[config.mk]
export PLATFORM = sky130hd
export DESIGN_NAME = mdio_engine
export DESIGN_NICKNAME = d
export VERILOG_FILES = /design/src/rtl/mdio_engine.sv
export SDC_FILE = /design/constraint.sdc
export NUM_CORES = 1
export LEC_CHECK = 0
export CAP_MARGIN = 20
export CORE_ASPECT_RATIO = 1.2
export CORE_MARGIN = 2
export CORE_UTILIZATION = 62
export CTS_BUF_LIST = sky130_fd_sc_hd__clkbuf_4 sky130_fd_sc_hd__clkbuf_8
export CTS_CLUSTER_SIZE = 10
export DETAILED_ROUTE_END_ITERATION = 8
export GPL_ROUTABILITY_DRIVEN = 0
export GPL_TIMING_DRIVEN = 0
export PLACE_DENSITY = 0.88
export SLEW_MARGIN = 10
export SYNTH_ARGS = -nofsm -noshare
export SYNTH_HDL_FRONTEND = slang
export SYNTH_SLANG_ARGS = --single-unit
[constraint.sdc]
create_clock -name clk -period 8 [get_ports clk]
set_clock_uncertainty 0.05 [all_clocks]
set_input_delay 1.6 -clock clk [delete_from_list [all_inputs] [get_ports clk]]
set_output_delay 1.6 -clock clk [all_outputs]
set_load 0.03 [all_outputs]
[src/rtl/mdio_engine.sv]
// MDIO (Clause 22) management master: serialises one read or write frame per request
// on MDC/MDIO and returns a single-cycle completion with read data and error status.
module mdio_engine #(
  parameter int C_CLK_DIV      = 50,
  parameter int C_PREAMBLE_LEN = 32
) (
  input  logic        clk,
  input  logic        rst,
  input  logic        req_valid,
  output logic        req_ready,
  input  logic [1:0]  req_op,
  input  logic [4:0]  req_phy,
  input  logic [4:0]  req_reg,
  input  logic [15:0] req_wdata,
  output logic        rsp_valid,
  output logic [15:0] rsp_rdata,
  output logic        rsp_err,
  output logic        busy,
  input  logic        mdio_i,
  output logic        mdio_o,
  output logic        mdio_t,
  output logic        mdc
);

  localparam logic [6:0]  LAST_PRE  = 7'(C_PREAMBLE_LEN == 0 ? 0 : C_PREAMBLE_LEN - 1);
  localparam logic [6:0]  LAST_HDR  = 7'(C_PREAMBLE_LEN + 13);
  localparam logic [6:0]  LAST_TA   = 7'(C_PREAMBLE_LEN + 15);
  localparam logic [6:0]  LAST_DATA = 7'(C_PREAMBLE_LEN + 31);
  localparam logic [15:0] DIV_LAST  = 16'(C_CLK_DIV - 1);

  typedef enum logic [2:0] {IDLE, PRE, HDR, TA, DATA, DONE} state_t;

  state_t      state, state_nxt;
  logic [15:0] div_cnt;
  logic        phase_hi;
  logic [6:0]  bit_cnt;
  logic [31:0] sr;
  logic [31:0] hdr;
  logic        is_read;
  logic        mdc_q, mdio_o_q, mdio_t_q;
  logic [15:0] rd_sr, rdata_q;
  logic        err_q, ta_err;
  logic        accept, op_ok, in_frame, half_end, bit_end, sample;

  assign op_ok    = (req_op == 2'b01) || (req_op == 2'b10);
  assign accept   = (state == IDLE) && req_valid && !rst;
  assign in_frame = (state == PRE) || (state == HDR) || (state == TA) || (state == DATA);
  assign half_end = in_frame && (div_cnt == DIV_LAST);
  assign bit_end  = half_end && phase_hi;
  assign sample   = half_end && !phase_hi;

  // Everything after the preamble; a read releases the bus from TA on, so its TA/data are don't-care 1s.
  assign hdr = {2'b01, req_op, req_phy, req_reg,
                (req_op == 2'b01) ? 2'b10 : 2'b11,
                (req_op == 2'b01) ? req_wdata : 16'hFFFF};

  always_comb begin
    state_nxt = state;
    req_ready = (state == IDLE) && !rst;
    busy      = (state != IDLE) && !rst;
    rsp_valid = (state == DONE) && !rst;
    mdc       = mdc_q & ~rst;
    mdio_o    = mdio_o_q | rst;
    mdio_t    = mdio_t_q | rst;
    rsp_rdata = rst ? 16'h0000 : rdata_q;
    rsp_err   = err_q & ~rst;
    case (state)
      IDLE:    if (accept) state_nxt = !op_ok ? DONE : ((C_PREAMBLE_LEN == 0) ? HDR : PRE);
      PRE:     if (bit_end && bit_cnt == LAST_PRE)  state_nxt = HDR;
      HDR:     if (bit_end && bit_cnt == LAST_HDR)  state_nxt = TA;
      TA:      if (bit_end && bit_cnt == LAST_TA)   state_nxt = DATA;
      DATA:    if (bit_end && bit_cnt == LAST_DATA) state_nxt = DONE;
      DONE:    state_nxt = IDLE;
      default: state_nxt = IDLE;
    endcase
  end

  always_ff @(posedge clk) begin
    if (rst) begin
      state    <= IDLE;
      div_cnt  <= '0;
      phase_hi <= 1'b0;
      bit_cnt  <= '0;
      mdc_q    <= 1'b0;
      mdio_o_q <= 1'b1;
      mdio_t_q <= 1'b1;
      rdata_q  <= '0;
      err_q    <= 1'b0;
    end else begin
      state <= state_nxt;
      if (accept) begin
        div_cnt  <= '0;
        phase_hi <= 1'b0;
        bit_cnt  <= '0;
        mdc_q    <= 1'b0;
        if (op_ok) begin
          mdio_t_q <= 1'b0;
          mdio_o_q <= (C_PREAMBLE_LEN == 0) ? hdr[31] : 1'b1;
        end else begin
          rdata_q <= '0;
          err_q   <= 1'b1;
        end
      end else if (in_frame) begin
        if (half_end) begin
          div_cnt  <= '0;
          phase_hi <= !phase_hi;
          mdc_q    <= !phase_hi;
        end else begin
          div_cnt <= div_cnt + 16'd1;
        end
        // New bit values are launched only at the low-phase start of the next bit.
        if (bit_end) begin
          if (state_nxt == DONE) begin
            mdio_o_q <= 1'b1;
            mdio_t_q <= 1'b1;
            rdata_q  <= is_read ? rd_sr : 16'h0000;
            err_q    <= is_read & ta_err;
          end else begin
            bit_cnt  <= bit_cnt + 7'd1;
            mdio_o_q <= (state_nxt == PRE) ? 1'b1 : sr[31];
            mdio_t_q <= is_read && ((state_nxt == TA) || (state_nxt == DATA));
          end
        end
      end
    end
  end

  always_ff @(posedge clk) begin
    if (accept) begin
      is_read <= (req_op == 2'b10);
      sr      <= (C_PREAMBLE_LEN == 0) ? {hdr[30:0], 1'b0} : hdr;
    end else if (bit_end && state_nxt != PRE && state_nxt != DONE) begin
      sr <= {sr[30:0], 1'b0};
    end
    // mdio_i is captured on the edge that raises MDC.
    if (sample && is_read) begin
      if (state == TA && bit_cnt == LAST_TA) ta_err <= mdio_i;
      if (state == DATA) rd_sr <= {rd_sr[14:0], mdio_i};
    end
  end

endmodule

======== Word-level counts from Yosys, hierarchy flattened ========
Cells that the tools add are included.
Widths: inputs -> output; s select.
cells by class
  add/sub/neg operators ................... 2
  $mul .................................... 0
  div/mod/pow operators ................... 0
  $lt $le $gt $ge ......................... 0
  eq/ne operators ......................... 20
  shifts and indexed selects .............. 0
  multiplexer cells ....................... 35
  bitwise operators ....................... 7
  reduce and logical (&&, ||, !) cells .... 37
operator list
  kind                   number
  $mux 16                9
  $mux 30                2
  $eq 7x6->1 const B     3
  $mux 3                 6
  $logic_and 1x1->1      17
  $mux 1                 17
  $add 16x1->16 const B  1
  $eq 16x6->1 const B    1
  $pmux 3 s5             1
  $eq 3x3->1 const B     4
  $eq 3x2->1 const B     3
  $reduce_bool 2->1      4
  $add 7x1->7 const B    1
  $eq 7x5->1 const B     1
  $eq 3x1->1 const B     2
  $reduce_and 2->1       3
  $reduce_and 3->1       2
  $logic_or 1x1->1       5
  $reduce_and 4->1       1
  $and 1x1->1            3
  $logic_not 3->1        1
  $ne 3x1->1 const B     1
  $ne 3x3->1 const B     1
  $reduce_bool 3->1      1
  8 further kinds        11
word-level totals
  bits in registers ....................... 96
  bits in latches ......................... 0
  bits in writable memories ............... 0
  bits in read-only memories .............. 0
  input port bits ......................... 32
  output and inout bits ................... 23
  logic and storage cells ................. 114
  memories ................................ 0

======== Longest topological paths before layout ========
  depth after elaboration ................. 16
  gate-level depth with buffers ........... 10
  mapped depth without buffers ............ 8

======== Least setup slack after synthesis ========
OpenSTA, ideal clock, no wires.
  path kind ............................... input to output
  start ................................... input rst
  end ..................................... output rsp_valid
  arrival ................................. 2987 ps
  setup slack ............................. 3363 ps
  stages on the path ...................... 3
  path through ............................ clkbuf_1 > clkbuf_1 > nor4b_1
between the ends
  cells in the longest elaborated chain, start to end .. 2
ends and longest elaborated chain
  what               RTL line  text
  from (decl)        8         input logic rst,
  $logic_not 1->1    61        rsp_valid = (state == DONE) && !rst;
  $logic_and 1x1->1  61
  to (decl)          15        output logic rsp_valid,
No other way between the ends.

======== Final worst setup path ========
Ends and elaborated chain as after synthesis.

==> run summary <==
- **share of final-layout standard cells stronger than drive strength 1** 7.25%
- **Worst VDD drop** 139 uV
- **diode count** 0
- **Resize count post-CTS** 0
- **post-CTS setup buffer count** 0
- **area occupied by registers** 2400 sq um
- **core utilization of the finished layout** 77.3%
- **Total Negative Setup Slacks** 0 ps
- **result of the run** finished clean
- **setup violators final** 0
- **synthesis warning total** 0
- **Detail Route Antenna Nets** 0
- **Yosys reg bits** 96
- **post-synth top area share** 33.1%
- **fmax** 183 MHz
- **post-layout power** 993 uW
- **Worst R2R Setup Slack** 5110 ps
- **unrepaired setup endpoints after global routing** no
- **clock-pin slew on the worst setup and hold paths** 90 ps
- **smallest hold slack** 406 ps
- **worst hold path endpoint** rd_sr[4]$_DFFE_PP_
- **nature of the critical path endpoint** primary output
- **sequential fraction of the synthesis area** 55.2%
- **Register-to-Register Path Depth** 7
- **iteration count of the initial detailed-routing pass** 5
- **I/O pin count** 55
- **area added between synthesis and finish** 21.1%
- **average cell area after synthesis** 9.62 sq um
- **ranking of synthesized cells by area** sky130_fd_sc_hd__edfxtp_1 33%, sky130_fd_sc_hd__dfxtp_1 22%, sky130_fd_sc_hd__nand2_1 4.4%, sky130_fd_sc_hd__nor2_1 4.4%, sky130_fd_sc_hd__inv_1 3.3%
- **crit path time final** 5480 ps
- **number of sinks handled by clock tree synthesis** 96
- **number of max-cap violations** 0
- **share of the cycle needed by the critical path after routing** 68.5%
- **final net count** 557
- **LEAKAGE** 0.00205 uW
- **GR Util All Layers** 25.9%
- **horizontal die dimension** 80.5 um
- **maximum number of pins on one net before global-route repair** 23
- **critical path arrival** 3830 ps
- **Worst Hold Class** reg -> reg
- **via count of the first global-routing pass** 3414
- **largest fanout on the critical path** 10
- **total standard cell area after synthesis** 4350 sq um
- **data required time at the worst endpoint** 6350 ps
- **Via density** 5.70
- **slew at the pin with the worst max-slew slack** 677 ps
- **floorplan core area** 6810 sq um
- **hold path cells** 0
- **half-perimeter wire length after detailed placement** 6.70 mm
- **Cell Pwr Density** 189 nW/um^2
- **Max Root-Sink Buffers** 2
- **count of final hold-check violations** 0
- **WL final** 9.27 mm
- **source-to-sink clock delay at the later pin of the worst-skew pair** 350 ps
- **vias** 3485
- **H-tree level count** 3
- **FILL cells** 454
- **Post-Syn Nets** 490
- **Async S/R FF share, synth** 0%
- **final number of max-transition violations** 0
- **root buffer cell** sky130_fd_sc_hd__clkbuf_8
- **Slew headroom** 54.5%
- **initial antenna violation count** 0
- **row count** 33
- **CTS buffer count** 9
- **Port Buffers** 54
- **clock tree from TritonCTS** yes
- **Synth Instances** 452
- **kind of critical path** in -> out
- **startpoint of the lowest-slack register-to-register path** bit_cnt[0]$_SDFFE_PP0P_
- **Hold Path Origin** rd_sr[3]$_DFFE_PP_
- **1st-iter DRT viols** 317
- **endpoint of the lowest-slack register-to-register path** sr[5]$_DFFE_PP_
- **number of enable-type register cells in the synthesized netlist** 48
- **Remaining DRCs** 0
- **global route total overflow** 0
- **global-route wire length before repair** 15.4 mm
- **biggest area consumer among synthesized cells** sky130_fd_sc_hd__edfxtp_1
- **Post-CTS Hold Buffers** 0
- **Routed wire per std cell** 15.2 um
- **flip-flop cell with the highest count after synthesis** sky130_fd_sc_hd__edfxtp_1
- **number of distinct library cells after synthesis** 54
- **starting density of the core** 63.8%
- **leading cell types by count after synthesis** 51 x sky130_fd_sc_hd__nand2_1, 51 x sky130_fd_sc_hd__nor2_1, 48 x sky130_fd_sc_hd__dfxtp_1, 48 x sky130_fd_sc_hd__edfxtp_1, 38 x sky130_fd_sc_hd__inv_1
- **area taken by multi-input logic gates** 1670 sq um
- **vertical extent of the die** 95.7 um
- **Total Die Area** 7700 sq um
- **kind of start point of the critical path** input pin
-- cells by family after synthesis --
| kind of cell | share of synthesized area (%) |
|---|---|
| simple gates | 22.8 |
| buf+inv | 6.42 |
| xor+xnor | 3.22 |
| compound gates | 10.2 |
| flops | 55.2 |
| fa+ha+maj | 1.73 |
| mux | 0.460 |
-- placed cells by master (no fill, tap or decap), types with 11 or more instances in the layout --
master,n
sky130_fd_sc_hd__clkdlybuf4s50_1,54
sky130_fd_sc_hd__nand2_1,51
sky130_fd_sc_hd__nor2_1,51
sky130_fd_sc_hd__dfxtp_1,48
sky130_fd_sc_hd__edfxtp_1,48
sky130_fd_sc_hd__inv_1,38
sky130_fd_sc_hd__o21ai_0,26
sky130_fd_sc_hd__nand3_1,26
sky130_fd_sc_hd__nand2b_1,18
sky130_fd_sc_hd__a31oi_1,17
sky130_fd_sc_hd__clkbuf_1,11
sky130_fd_sc_hd__xor2_1,11
-- worst max-delay path: stages --
cell                              delay (ps)
sky130_fd_sc_hd__clkdlybuf4s50_1         480
sky130_fd_sc_hd__clkbuf_1                230
sky130_fd_sc_hd__clkbuf_1                260
sky130_fd_sc_hd__nor4b_1                 480
sky130_fd_sc_hd__clkdlybuf4s50_1         770
-- power by group --
group	switching [uW]	internal (uW)	total, uW
sequential	5.05	529	534
combinational	50.9	38.5	89.4
clock	159	210	370
-- per-layer routing --
layer  track usage, %  part of all wire (%)  wire length, um
met5                0                     0                0
met4             8.33                   1.7              153
met3             5.91                   5.4              499
met2             46.3                    52             4860
met1             30.9                    41             3760
-- flip-flops by register name, indices dropped and copies added (netlist names), 3 cells and up --
name,flops
sr,32
div_cnt,16
rd_sr,16
rdata_q,16
bit_cnt,7
state,3
-- final cells by class --
| cell class | instances | area share [%] |
|---|---|---|
| sequential | 96 | 45.6 |
| multi-input combinational | 292 | 31.8 |
| timing repair buffer | 56 | 10.8 |
| inverter | 39 | 2.78 |
| buffer | 25 | 2.52 |
| clock buffer | 10 | 2.49 |
| tap | 87 | 2.07 |
| clock inverter | 6 | 2.02 |
-- through the flow --
stage / instances / area [sq um] / setup WS (ps)
after floorplan: 452 / 4350 / 3360
after global placement: 593 / 5000 / 2570
after detailed placement: 595 / 5030 / 2600
after CTS: 611 / 5270 / 2590
after global routing: 611 / 5270 / 2430
final: 611 / 5270 / 2520
-- worst max path at each step --
stage,depth (start not counted),from,end
after floorplan,3,rst,rsp_valid
after global placement,5,rst,rsp_valid
after detailed placement,5,rst,rsp_valid
after CTS,5,rst,rsp_valid
after global routing,5,rst,rsp_valid
final,5,rst,rsp_valid
Power figures use the tool's default switching activity.
